`config.mk`:
```
export PLATFORM = sky130hd
export DESIGN_NAME = decoder_scan_n_flat
export DESIGN_NICKNAME = d
export VERILOG_FILES = /design/src/rtl/decoder_pkg.sv /design/src/rtl/decoder_scan_n_if.sv /design/src/rtl/onehot_dec.sv /design/src/rtl/decoder_scan_n.sv /design/src/flat_wrapper.sv
export SDC_FILE = /design/constraint.sdc
export NUM_CORES = 1
export LEC_CHECK = 0
export CORE_ASPECT_RATIO = 1.75
export CORE_MARGIN = 5
export CORE_UTILIZATION = 40
export DETAILED_ROUTE_END_ITERATION = 6
export GPL_TIMING_DRIVEN = 0
export PLACE_DENSITY = 0.64
export SYNTH_ARGS = -nofsm -noshare
export SYNTH_HDL_FRONTEND = slang
export SYNTH_HIERARCHICAL = 1
export SYNTH_SLANG_ARGS = --single-unit
```
`constraint.sdc`:
```
create_clock -name clk -period 2 [get_ports clk]
set_input_delay 0.4 -clock clk [delete_from_list [all_inputs] [get_ports clk]]
set_output_delay 0.4 -clock clk [all_outputs]
set_load 0.05 [all_outputs]
```
`src/rtl/decoder_pkg.sv`:
```
// Shared types for the decoder/scan controller: FSM state encoding and mode constants.
package decoder_pkg;

   typedef enum logic [1:0] {
      ST_IDLE = 2'd0,
      ST_HOLD = 2'd1,
      ST_SCAN = 2'd2
   } state_t;

   localparam logic MODE_DIRECT = 1'b0;
   localparam logic MODE_SCAN   = 1'b1;

endpackage

```
`src/rtl/decoder_scan_n_if.sv`:
```
// Select handshake between a line requester and the decoder/scan controller.
interface decoder_scan_n_if #(
   parameter int SEL_W = 2
);
   logic [SEL_W-1:0] sel;
   logic             sel_valid;
   logic             sel_ready;

   modport master (output sel, output sel_valid, input sel_ready);
   modport slave  (input sel, input sel_valid, output sel_ready);
endinterface

```
`src/rtl/onehot_dec.sv`:
```
// Binary index to one-hot line decode with selectable output polarity.
module onehot_dec #(
   parameter int SEL_W   = 2,
   parameter int ACT_LOW = 1
) (
   input  logic [SEL_W-1:0]      idx,
   input  logic                  active,
   output logic [(2**SEL_W)-1:0] lines
);
   localparam int N = 2**SEL_W;

   logic hot;

   always_comb begin
      lines = '0;
      hot   = 1'b0;
      for (int i = 0; i < N; i++) begin
         hot      = active && (idx == SEL_W'(i));
         lines[i] = (ACT_LOW != 0) ? ~hot : hot;
      end
   end
endmodule

```
`src/rtl/decoder_scan_n.sv`:
```
// Decoder with direct (handshaked select) and auto-scan modes over 2**SEL_W lines.
//
// state   | meaning
// --------+-------------------------------------------------
// IDLE    | no line active, waiting for a select or scan mode
// HOLD    | latched line idx_q held active
// SCAN    | stepping through lines, each held dwell+1 cycles
module decoder_scan_n
   import decoder_pkg::*;
#(
   parameter int SEL_W   = 2,
   parameter int DWELL_W = 8,
   parameter int ACT_LOW = 1
) (
   input  logic                  clk,
   input  logic                  rst_n,
   input  logic                  en_n,
   input  logic                  mode,
   input  logic [DWELL_W-1:0]    dwell,
   decoder_scan_n_if.slave       sel_if,
   output logic [(2**SEL_W)-1:0] d_out,
   output logic                  busy,
   output logic                  wrap
);
   state_t             state_q, state_d;
   logic [SEL_W-1:0]   idx_q, idx_d;
   logic [DWELL_W-1:0] cnt_q, cnt_d;
   logic [DWELL_W-1:0] dwell_q, dwell_d;
   logic [DWELL_W-1:0] dwell_eff;
   logic               wrap_q, wrap_d;
   logic               line_on;

   always_ff @(posedge clk or negedge rst_n) begin
      if (!rst_n) begin
         state_q <= ST_IDLE;
         idx_q   <= '0;
         cnt_q   <= '0;
         dwell_q <= '0;
         wrap_q  <= 1'b0;
      end else begin
         state_q <= state_d;
         idx_q   <= idx_d;
         cnt_q   <= cnt_d;
         dwell_q <= dwell_d;
         wrap_q  <= wrap_d;
      end
   end

   always_comb begin
      state_d          = state_q;
      idx_d            = idx_q;
      cnt_d            = cnt_q;
      dwell_d          = dwell_q;
      wrap_d           = 1'b0;
      sel_if.sel_ready = 1'b0;
      // A line's dwell is taken live on its first cycle, then frozen for the rest of it.
      dwell_eff        = (cnt_q == '0) ? dwell : dwell_q;

      if (en_n) begin
         state_d = ST_IDLE;
         idx_d   = '0;
         cnt_d   = '0;
      end else begin
         case (state_q)
            ST_IDLE, ST_HOLD: begin
               sel_if.sel_ready = (mode == MODE_DIRECT);
               if (mode == MODE_SCAN) begin
                  state_d = ST_SCAN;
                  idx_d   = '0;
                  cnt_d   = '0;
               end else if (sel_if.sel_valid) begin
                  state_d = ST_HOLD;
                  idx_d   = sel_if.sel;
               end
            end
            ST_SCAN: begin
               if (mode == MODE_DIRECT) begin
                  state_d = ST_IDLE;
                  idx_d   = '0;
                  cnt_d   = '0;
               end else begin
                  dwell_d = dwell_eff;
                  if (cnt_q == dwell_eff) begin
                     cnt_d  = '0;
                     idx_d  = idx_q + SEL_W'(1);
                     wrap_d = (idx_q == '1);
                  end else begin
                     cnt_d = cnt_q + DWELL_W'(1);
                  end
               end
            end
            default: begin
               state_d = ST_IDLE;
               idx_d   = '0;
               cnt_d   = '0;
            end
         endcase
      end
   end

   // en_n gates the lines combinationally so they drop in the same cycle it rises.
   assign line_on = !en_n && (state_q != ST_IDLE);
   assign busy    = (state_q == ST_SCAN);
   assign wrap    = wrap_q;

   onehot_dec #(
      .SEL_W   (SEL_W),
      .ACT_LOW (ACT_LOW)
   ) u_dec (
      .idx    (idx_q),
      .active (line_on),
      .lines  (d_out)
   );
endmodule

```
`src/flat_wrapper.sv`:
```
// flat-port wrapper written by rule: the top's interface ports become plain ports
module decoder_scan_n_flat import decoder_pkg::*;
#(
   parameter int SEL_W   = 2,
   parameter int DWELL_W = 8,
   parameter int ACT_LOW = 1
)
  (clk, rst_n, en_n, mode, dwell, d_out, busy, wrap, sel_if_sel, sel_if_sel_valid, sel_if_sel_ready);
  decoder_scan_n_if #(.SEL_W(SEL_W)) sel_if_i ();
  input  logic clk;
  input  logic rst_n;
  input  logic en_n;
  input  logic mode;
  input  logic [DWELL_W-1:0] dwell;
  output logic [(2**SEL_W)-1:0] d_out;
  output logic busy;
  output logic wrap;
  input wire logic [$bits(sel_if_i.sel)-1:0] sel_if_sel;
  input wire logic [$bits(sel_if_i.sel_valid)-1:0] sel_if_sel_valid;
  output wire logic [$bits(sel_if_i.sel_ready)-1:0] sel_if_sel_ready;
  assign sel_if_i.sel = sel_if_sel;
  assign sel_if_i.sel_valid = sel_if_sel_valid;
  assign sel_if_sel_ready = sel_if_i.sel_ready;
  decoder_scan_n #(.SEL_W(SEL_W), .DWELL_W(DWELL_W), .ACT_LOW(ACT_LOW)) u_core (.clk(clk), .rst_n(rst_n), .en_n(en_n), .mode(mode), .dwell(dwell), .sel_if(sel_if_i), .d_out(d_out), .busy(busy), .wrap(wrap));
endmodule
```
Yosys cells after proc, flatten, opt, wreduce, memory -nomap -nowiden
Cells that the tools add are included.
{"block": "totals", "inputBits": 15, "out_inout_bits": 7, "word_cells": 60, "regBits": 21}
{"block": "classes", "mux": 23, "reduce_logical": 14, "n_eq_ne": 10, "addsub": 2, "n_bitwise": 6}
{"operator": "$mux 8", "n": 5}
{"operator": "$mux 2", "n": 9}
{"operator": "$pmux 8 s2", "n": 1}
{"operator": "$add 8x1->8 const B", "n": 1}
{"operator": "$eq 8x8->1", "n": 1}
{"operator": "$logic_not 8->1", "n": 1}
{"operator": "$pmux 2 s2", "n": 2}
{"operator": "$eq 2x2->1 const B", "n": 3}
{"operator": "$mux 1", "n": 6}
{"operator": "$ne 3x3->1 const B", "n": 2}
{"operator": "$not 1->1", "n": 6}
{"operator": "$logic_and 1x1->1", "n": 5}
{"operator": "$eq 2x1->1 const B", "n": 2}
{"operator": "$logic_not 2->1", "n": 2}
{"operator": "$ne 4x3->1 const B", "n": 1}
{"operator": "$ne 4x4->1 const B", "n": 1}
{"operator": "$reduce_and 2->1", "n": 2}
{"operator": "$reduce_and 3->1", "n": 1}
{"operator": "$add 2x1->2 const B", "n": 1}
{"operator": "$reduce_bool 2->1", "n": 1}
{"operator": "$reduce_or 2->1", "n": 1}
{"operator": "$logic_not 1->1", "n": 1}

Depth between registers and ports, before layout
Gate-level depths: netlist (run 1).
{"block": "depth", "depth_word": 7, "mapped_depth": 9, "ltp_nobuf": 8}

Modules after synthesis
Netlist (run 1), hierarchy kept.
{"module": "decoder_scan_n", "instances": 1, "cells_per_inst": 128, "area_each_um2": 1273.7}
{"module": "onehot_dec", "instances": 1, "cells_per_inst": 4, "area_each_um2": 28.8}

Least setup slack after synthesis (run 1)
OpenSTA, ideal clock, no wires.
{"block": "synth_timing", "kind": "flip-flop to flip-flop", "from": "register u_core.cnt_q[0]", "to": "register u_core.cnt_q[5]", "stages_incl_launch_ff": 10, "setup_ns": 0.101, "synth_period_minus_slack_ns": 2.060, "t_arrival_ns": 1.960, "required_time_ns": 1.899, "path_slack_ns": -0.060, "path_buffers": 1, "cell_sequence": "dfrtp_1 buf_2 inv_1 ha_1 nor3b_1 and2_4 and3b_4 o211ai_4 o21ai_4 o311ai_2"}
{"block": "synth_via", "elab_chain_len": 7}
{"element": "from (decl)", "line_no": "decoder_scan_n.sv:27", "source": "logic [DWELL_W-1:0] cnt_q, cnt_d;"}
{"element": "from (signal assigned)", "line_no": "decoder_scan_n.sv:43", "source": "cnt_q <= cnt_d;"}
{"element": "$logic_not 8->1", "line_no": "decoder_scan_n.sv:57", "source": "dwell_eff = (cnt_q == '0) ? dwell : dwell_q;"}
{"element": "$mux 8", "line_no": "decoder_scan_n.sv:57"}
{"element": "$eq 8x8->1", "line_no": "decoder_scan_n.sv:83", "source": "if (cnt_q == dwell_eff) begin"}
{"element": "$mux 8 (*)", "line_no": "decoder_scan_n.sv:83"}
{"element": "$mux 8 (*)", "line_no": "decoder_scan_n.sv:77", "source": "if (mode == MODE_DIRECT) begin"}
{"element": "$pmux 8 s2 (*)", "line_no": "decoder_scan_n.sv:64", "source": "case (state_q)"}
{"element": "$mux 8 (*)", "line_no": "decoder_scan_n.sv:59", "source": "if (en_n) begin"}
Mark *: on every way between the ends. The rest lies on a longest branch, timed or not.
A chain may end at the register's enable or synchronous reset.

Worst setup path in the final report (run 1)
Ends and elaborated chain as after synthesis.

==> impl_results.rst, run 1 <==
.. list-table::
   :header-rows: 1

   * - Metric
     - Value
   * - Antenna violations before repair
     - 0
   * - DRT Pass-1 Iters
     - 4
   * - Worst setup path category
     - reg -> reg
   * - Headroom to the max-slew limit
     - 34.1%
   * - Area of the core
     - 0.00314 mm2
   * - Violations in the final reports
     - negative setup slack
   * - Inserted Diodes
     - 0
   * - Wire length reported by the detailed router
     - 3340 um
   * - Number of endpoints with negative hold slack in the final report
     - 0
   * - Final setup viols
     - 3
   * - Total track usage
     - 16.2%
   * - Final Critical Period
     - 2.06 ns
   * - Post-synth ARST share
     - 100%
   * - Internal cell power
     - 0.718 mW
   * - Final Wtd Congestion
     - 0.826
   * - Beginning of the critical path
     - u_core/cnt_q[0]$_DFFE_PN0P_
   * - Die extent in y
     - 85.5 um
   * - RSZ-0062 raised after global routing
     - yes
   * - Final-layout fill cell count
     - 285
   * - Clock skew after layout
     - 0.00519 ns
   * - Die Area
     - 0.00454 mm2
   * - Clock transition at path regs
     - 0.08 ns
   * - Tcrit/Tclk final
     - 103%
   * - Result of the run
     - finished with violations
   * - Pin count of the biggest net entering global routing
     - 22
   * - PnR Total Power
     - 0.999 mW
   * - Final Max Slew Viols
     - 0
   * - CP peak stage delay
     - 0.44 ns
   * - Worst setup EP type
     - flop
   * - Max rail drop VDD
     - 0.000337 V
   * - Net count after synthesis
     - 150
   * - Worst-Margin Slew
     - 0.986 ns
   * - Setup slack, reg-to-reg
     - -0.06 ns
   * - Syn avg cell area
     - 9.87 um2
   * - Slowest-stage cell, CP
     - dfrtp_2
   * - Insertion delay of the later-clocked pin in the worst-skew pair
     - 0.26 ns
   * - Share of the core filled with cells in the final layout
     - 56.4%
   * - DRC marker count from the first detailed-route iteration
     - 44
   * - Comb power frac
     - 19.6%
   * - Vias per cell
     - 5.62
   * - Cell count after synthesis
     - 132
   * - CTS tree
     - built
   * - Max-Cap Viols
     - 0
   * - Commonest cells after routing, fill and taps aside
     - 17 x dfrtp_1, 14 x clkdlybuf4s50_1, 10 x buf_4, 9 x inv_1, 9 x o22ai_1
   * - # H-tree levels
     - 1
   * - Fin worst setup slack
     - -0.0620 ns
   * - Switch share
     - 28.1%
   * - Clock tree root driver cell
     - clkbuf_8
   * - Number of placement rows
     - 27
   * - Layout-stage area growth over the synthesis result
     - 36.1%
   * - Number of port buffers
     - 21
   * - Max Buffers Root-to-Sink
     - 2
   * - Global-route wire length before repair
     - 5550 um
   * - Synthesized cell area
     - 0.00130 mm2
   * - Sequential share of power
     - 51.4%
   * - Proportion of synthesized chip area in sequential cells
     - 40.3%
   * - Top fanout value on the critical path
     - 8
   * - Most frequent standard cell in the layout excluding fill and tap cells
     - dfrtp_1
   * - Switching power summed over all nets
     - 0.281 mW
   * - DRT antenna net count
     - 0
   * - Maximum clock frequency
     - 485 MHz
   * - DRC
     - 0
   * - EDFF count, synth
     - 0
   * - CP cell instances
     - inv_4 -> ha_4 -> nor3b_4 -> and2_4 -> and3b_4 -> o211ai_4 -> o21ai_4 -> o311ai_4
   * - Worst hold slack
     - 0.538 ns
   * - Standby leakage power
     - 0.720 nW
   * - Worst R2R End
     - u_core/cnt_q[5]$_DFFE_PN0P_
   * - Yosys warning count
     - 6
   * - Total grt overflow
     - 0
   * - Clock network fraction of total power
     - 28.9%
   * - Buffers & Inverters on Critical Path
     - 1
   * - I/O pin count
     - 22
   * - Initial Util
     - 41.5%
   * - Power density over the cells
     - 563 mW/mm2
   * - Overall die width
     - 53.1 um
   * - Detailed Place HPWL
     - 2320 um
   * - Most used flip-flop cell after synthesis
     - dfrtp_1
   * - Total of hold buffers inserted after clock tree synthesis
     - 0
   * - Total number of nets in the final design
     - 185
   * - Inserted Clock Buffers
     - 3
   * - # placed instances
     - 196
   * - R2r worst-path depth
     - 8
   * - Vias in the first global route
     - 1,217
   * - Cell variety after synth
     - 41
   * - Hold Path Origin
     - u_core/dwell_q[0]$_DFFE_PN0P_
   * - Number of register bits inferred by synthesis
     - 21
   * - Critical register-to-register path startpoint
     - u_core/cnt_q[0]$_DFFE_PN0P_
   * - Worst Hold Path Cells
     - 1
   * - Non-filler instance count after layout
     - 209
   * - Dominant delay contributor by cell family on the critical path
     - compound AO/OA/AOI/OAI gates
   * - Number of sinks handled by clock tree synthesis
     - 21
   * - DR vias
     - 1,175
   * - Critical path startpoint category
     - flop
   * - Hold-critical path endpoint
     - u_core/dwell_q[0]$_DFFE_PN0P_
   * - Required time of the worst setup path
     - 2.16 ns
   * - Routed wire length per instance
     - 16.0 um
   * - Arrival time worst endpoint
     - 2.22 ns
   * - Fraction of layout cells with a size suffix above 1
     - 33.7%
   * - Class of the tightest hold or removal check
     - reg -> reg
-- stage by stage --
stage                     setup WS [ns]  cell area (um2)  TNS [ns]
after detailed placement         -0.760             1570     -7.76
after floorplan                  0.0448             1310         0
after global routing             -0.160             1770     -1.11
after CTS                       -0.0512             1730    -0.101
final                           -0.0620             1770    -0.113
after global placement           -0.762             1570     -7.34
-- flip-flops by register name, indices dropped and copies added, names as in the netlist --
name and cells:
u_core/state_q 2, u_core/wrap 1, u_core/cnt_q 8, u_core/dwell_q 8, u_core/idx_q 2
-- cells in the mapped netlist (2+ instances only) --
| master | count | area (um2) |
|---|---|---|
| a21oi_1 | 3 | 15.0 |
| a221oi_1 | 2 | 17.5 |
| a222oi_1 | 2 | 20.0 |
| and3_1 | 3 | 18.8 |
| buf_2 | 2 | 10.0 |
| dfrtp_1 | 21 | 526 |
| ha_1 | 3 | 37.5 |
| inv_1 | 11 | 41.3 |
| mux2_2 | 8 | 90.1 |
| nand2_1 | 8 | 30.0 |
| nand2b_1 | 5 | 31.3 |
| nand3_1 | 4 | 20.0 |
| nand3b_1 | 2 | 15.0 |
| nor2_1 | 7 | 26.3 |
| nor2b_1 | 4 | 25.0 |
| nor3_1 | 3 | 15.0 |
| nor3b_1 | 2 | 15.0 |
| o211a_1 | 2 | 20.0 |
| o211ai_1 | 3 | 22.5 |
| o21a_1 | 2 | 15.0 |
| o21ai_0 | 4 | 20.0 |
| o22ai_1 | 9 | 56.3 |
| or3_1 | 2 | 12.5 |
| xnor2_1 | 2 | 17.5 |
| xor2_1 | 2 | 17.5 |
-- cell type report --
cell class	instances	area (um2)	share of cell area (%)
Inverter	12	48.8	2.75
Sequential cell	21	531	29.9
Clock buffer	3	41.3	2.33
Timing Repair Buffer	31	270	15.2
Tap cell	43	53.8	3.03
Buffer	1	5.00	0.282
Multi-Input combinational cell	97	818	46.2
Clock inverter	1	5.00	0.282
-- timing repair --
action,CTS,global route
cloned,0,0
endpoints found under the hold margin,0,0
resized for setup,38,17
setup endpoints to repair,25,22
pin swaps,7,5
buffers inserted,5,5
-- routing by layer --
metal / part of all wire (%) / vias up / global-route usage [%]
met5: 0 / - / 0
met4: 3.0 / 0 / 7.44
met3: 4.5 / 9 / 2.64
met2: 55 / 44 / 29.0
met1: 38 / 566 / 17.8
li1: - / 556 / -
-- worst max-delay path by stage --
| stage | end | slack [ns] | cells after the start |
|---|---|---|---|
| final | u_core/cnt_q[5]$_DFFE_PN0P_ | -0.06 | 8 |
| after global routing | u_core/cnt_q[5]$_DFFE_PN0P_ | -0.16 | 8 |
| after CTS | u_core/cnt_q[5]$_DFFE_PN0P_ | -0.05 | 6 |
| after detailed placement | sel_if_sel_ready | -0.76 | 4 |
| after global placement | sel_if_sel_ready | -0.76 | 4 |
| after floorplan | u_core/cnt_q[5]$_DFFE_PN0P_ | 0.04 | 9 |
-- power by group through the flow --
stage	combinational [mW]	clock [mW]	sequential, mW
2_1_floorplan	0.120	0	0.509
3_3_place_gp	0.179	0	0.518
3_5_place_dp	0.182	0	0.520
4_1_cts	0.194	0.294	0.513
5_1_grt	0.216	0.307	0.520
6_report	0.196	0.289	0.514
-- logic make-up (layout without fill, tap and decap cells) --
logic type	Yosys count	count (layout)	share of synthesized area, %
AO/OA/AOI/OAI	35	35	21.9
multiplexers	9	9	7.69
XOR/XNOR	4	4	2.69
AND/OR/NAND/NOR	46	46	20.3
flip-flops	21	21	40.3
adder cells (fa/ha/maj)	3	3	2.88
buffers and inverters	14	48	4.23
Power figures use the tool's default switching activity.
==> run 2, diff against run 1 <==
Settings changed: CORE_ASPECT_RATIO 1.75 to not set, PLACE_DENSITY 0.64 to not set, PLACE_DENSITY_LB_ADDON set to 0.05.
==> run 2 against run 1 <==
- the flow still finishes with violations (negative setup slack)
- first-iteration DRC count grew 64%
- die area shrank 0.98%
- sequential share of layout area grew 0.42 points
- non-clock buffer count shrank 2
- final cell count shrank 0.48%
- routed wire length shrank 7.4%
- design area shrank 1.6%
- critical endpoint unchanged
- largest cell class unchanged
- largest power group unchanged
- highest routed layer unchanged
==> impl_results.rst, run 2 (synthesized netlist as in run 1, its figures left out) <==
.. list-table::
   :header-rows: 1

   * - Metric
     - Value
   * - Number of port buffers
     - 21 (unchanged)
   * - Non-filler instance count after layout
     - 208 (-0.48%)
   * - Routed wire length per instance
     - 14.9 um (-6.9%)
   * - Global-route wire length before repair
     - 5160 um (-7.0%)
   * - Antenna violations before repair
     - 0 (unchanged)
   * - Post-route standard cell area excluding fillers
     - 0.00174 mm2 (-1.6%)
   * - Total grt overflow
     - 0 (unchanged)
   * - Final Max Slew Viols
     - 0 (unchanged)
   * - Area of the multi-input gates
     - 816 um2 (-0.31%)
   * - Required time of the worst setup path
     - 2.21 ns (+0.05 ns)
   * - Met1 Usage GRT
     - 18.8% (+0.96 points)
   * - Total Negative Setup Slacks
     - -0.169 ns (-0.0555 ns)
   * - Number of placement rows
     - 20 (-26%)
   * - # placed instances
     - 197 (+0.51%)
   * - CP peak stage delay
     - 0.46 ns (+0.02 ns)
   * - Sequential share of power
     - 55.7% (+4.3 points)
   * - CP Depth
     - 8 (unchanged)
   * - Inserted Diodes
     - 0 (unchanged)
   * - RSZ-0062 raised after global routing
     - yes
   * - Tcrit/Tclk final
     - 104% (+0.73 points)
   * - Global routing's busiest layer
     - met2
   * - Comb power frac
     - 22.0% (+2.4 points)
   * - Violations in the final reports
     - negative setup slack
   * - Insertion delay of the later-clocked pin in the worst-skew pair
     - 0.30 ns (+0.04 ns)
   * - Fraction of layout cells with a size suffix above 1
     - 31.7% (-2.0 points)
   * - Commonest cells after routing, fill and taps aside
     - 18 x dfrtp_1, 14 x clkdlybuf4s50_1, 9 x inv_1, 9 x o22ai_1, 8 x mux2_2
   * - Area of the core
     - 0.00308 mm2 (-2.0%)
   * - Top flop regs
     - u_core/cnt_q x8, u_core/dwell_q x8
   * - R2r worst-path depth
     - 8 (unchanged)
   * - Number of sinks handled by clock tree synthesis
     - 21 (unchanged)
   * - Standby leakage power
     - 0.705 nW (-2.1%)
   * - GRT met3 Usage
     - 2.53% (-0.11 points)
   * - Wire length reported by the detailed router
     - 3100 um (-7.4%)
   * - Initial Util
     - 42.3% (+0.86 points)
   * - Clock tree root driver cell
     - clkbuf_4
   * - Worst Hold Path Cells
     - 2 (+1)
   * - Share of the core filled with cells in the final layout
     - 56.7% (+0.24 points)
   * - Max rail drop VDD
     - 0.000266 V (-21%)
   * - Internal cell power
     - 0.662 mW (-7.8%)
   * - Worst setup path category
     - reg -> reg
   * - Class of the tightest hold or removal check
     - in -> reg
   * - Final Wtd Congestion
     - 0.793 (-4.1%)
   * - Worst setup EP type
     - flop
   * - DRC marker count from the first detailed-route iteration
     - 72 (+64%)
   * - Most frequent standard cell in the layout excluding fill and tap cells
     - dfrtp_1
   * - Placed cell areas
     - 0.00157 mm2 (about the same)
   * - Vias per cell
     - 5.54 (-1.4%)
   * - I/O pin count
     - 22 (unchanged)
   * - Reg area
     - 529 um2 (-0.24%)
   * - DR vias
     - 1,153 (-1.9%)
   * - Switch share
     - 28.7% (+0.62 points)
   * - Met2 Resource Use GR
     - 25.8% (-3.2 points)
   * - Inserted Clock Buffers
     - 3 (unchanged)
   * - Switching power summed over all nets
     - 0.267 mW (-4.9%)
   * - Vias in the first global route
     - 1,162 (-4.5%)
   * - Die extent in y
     - 67.1 um (-22%)
   * - Worst-Margin Slew
     - 0.944 ns (-0.0412 ns)
   * - DRT antenna net count
     - 0 (unchanged)
   * - Buffers & Inverters on Critical Path
     - 1 (unchanged)
   * - Number of endpoints with negative hold slack in the final report
     - 0 (unchanged)
   * - Power density over the cells
     - 533 mW/mm2 (-5.5%)
   * - Die Area
     - 0.00450 mm2 (-0.98%)
   * - # H-tree levels
     - 1 (unchanged)
   * - Clock network fraction of total power
     - 22.3% (-6.6 points)
   * - CTS tree
     - built
   * - Top fanout value on the critical path
     - 8 (unchanged)
   * - Arrival time worst endpoint
     - 2.29 ns (+0.07 ns)
   * - Critical path startpoint category
     - flop
   * - Detailed Place HPWL
     - 2320 um (-0.26%)
   * - DRT Pass-1 Iters
     - 4 (unchanged)
   * - Layout-stage area growth over the synthesis result
     - 33.9%
   * - Clock transition at path regs
     - 0.12 ns (+0.04 ns)
   * - Final setup viols
     - 10 (+7)
   * - Result of the run
     - finished with violations
   * - Total number of nets in the final design
     - 183 (-1.1%)
   * - Clock skew after layout
     - 0.00269 ns (-0.00250 ns)
   * - Overall die width
     - 67.1 um (+26%)
   * - Total track usage
     - 15.0% (-1.2 points)
   * - Fin worst setup slack
     - -0.0765 ns (-0.0145 ns)
   * - Max Buffers Root-to-Sink
     - 2 (unchanged)
   * - Final Critical Period
     - 2.08 ns (+0.0145 ns)
   * - Final-layout fill cell count
     - 292 (+2.5%)
   * - Maximum clock frequency
     - 482 MHz (-0.70%)
   * - DRC
     - 0 (unchanged)
   * - Slowest-stage cell, CP
     - dfrtp_2
   * - Dominant delay contributor by cell family on the critical path
     - compound AO/OA/AOI/OAI gates
   * - CP cell instances
     - inv_4 -> ha_4 -> nor3b_4 -> and2_4 -> and3b_4 -> o211ai_4 -> o21ai_4 -> o311ai_2
   * - Max-Cap Viols
     - 0 (unchanged)
   * - Headroom to the max-slew limit
     - 36.8% (+2.8 points)
   * - Pin count of the biggest net entering global routing
     - 22 (unchanged)
## run 2: final cells by class
class                   instances  share of cell area, %
plain buffers                   1                  0.287
clock buffers                   4                   1.51
inverters                      12                   3.01
multi-input cells              97                   46.8
flip-flops and latches         21                   30.3
well taps                      44                   3.16
repair buffers                 29                   14.9
## run 2: final timing paths
check                                         startpoint                       endpoint  slack (ns)
setup / recovery             u_core/cnt_q[0]$_DFFE_PN0P_    u_core/cnt_q[5]$_DFFE_PN0P_       -0.08
hold / removal                                      en_n  u_core/state_q[0]$_DFFE_PN0P_        0.36
setup reg to reg             u_core/cnt_q[0]$_DFFE_PN0P_    u_core/cnt_q[5]$_DFFE_PN0P_       -0.08
hold reg to reg            u_core/state_q[1]$_DFFE_PN0P_  u_core/state_q[0]$_DFFE_PN0P_        0.55
max in group asynchronous                          rst_n    u_core/cnt_q[1]$_DFFE_PN0P_        0.75
min in group asynchronous                          rst_n  u_core/state_q[0]$_DFFE_PN0P_        0.61
## run 2: layer usage
metal / vias to the layer above / part of all wire, %
li1: 557 / -
met1: 573 / 44
met2: 21 / 52
met3: 2 / 3.4
met4: 0 / 0.58
met5: - / 0
## run 2: stage by stage
stage	worst slack (ns)	power (mW)	hold slack, ns
after floorplan	0.0448	0.628	0.104
after CTS	-0.103	0.929	0.539
after detailed placement	-0.798	0.707	0.517
after global placement	-0.782	0.698	0.505
after global routing	-0.183	0.987	0.364
final	-0.0765	0.929	0.360
## run 2: worst reg2reg max path, delay by kind of cell (launching register included)
| kind | cells | cell delay (ns) |
|---|---|---|
| buffers and inverters | 1 | 0.07 |
| AOI/OAI and AO/OA | 3 | 0.74 |
| and+or+nand+nor | 3 | 0.61 |
| adders and majority gates | 1 | 0.12 |
| DFF | 1 | 0.46 |
## run 2: power by group through the flow
stage / Sequential [mW] / Combinational [mW] / Clock, mW
6_report: 0.518 / 0.204 / 0.207
3_5_place_dp: 0.523 / 0.184 / 0
2_1_floorplan: 0.509 / 0.120 / 0
4_1_cts: 0.514 / 0.198 / 0.217
5_1_grt: 0.525 / 0.221 / 0.240
3_3_place_gp: 0.519 / 0.179 / 0
## run 2: timing repair
action	in CTS	in global routing
pin swaps	11	7
buffers inserted	4	4
setup endpoints to repair	25	24
hold buffers	0	0
resized for setup	41	14
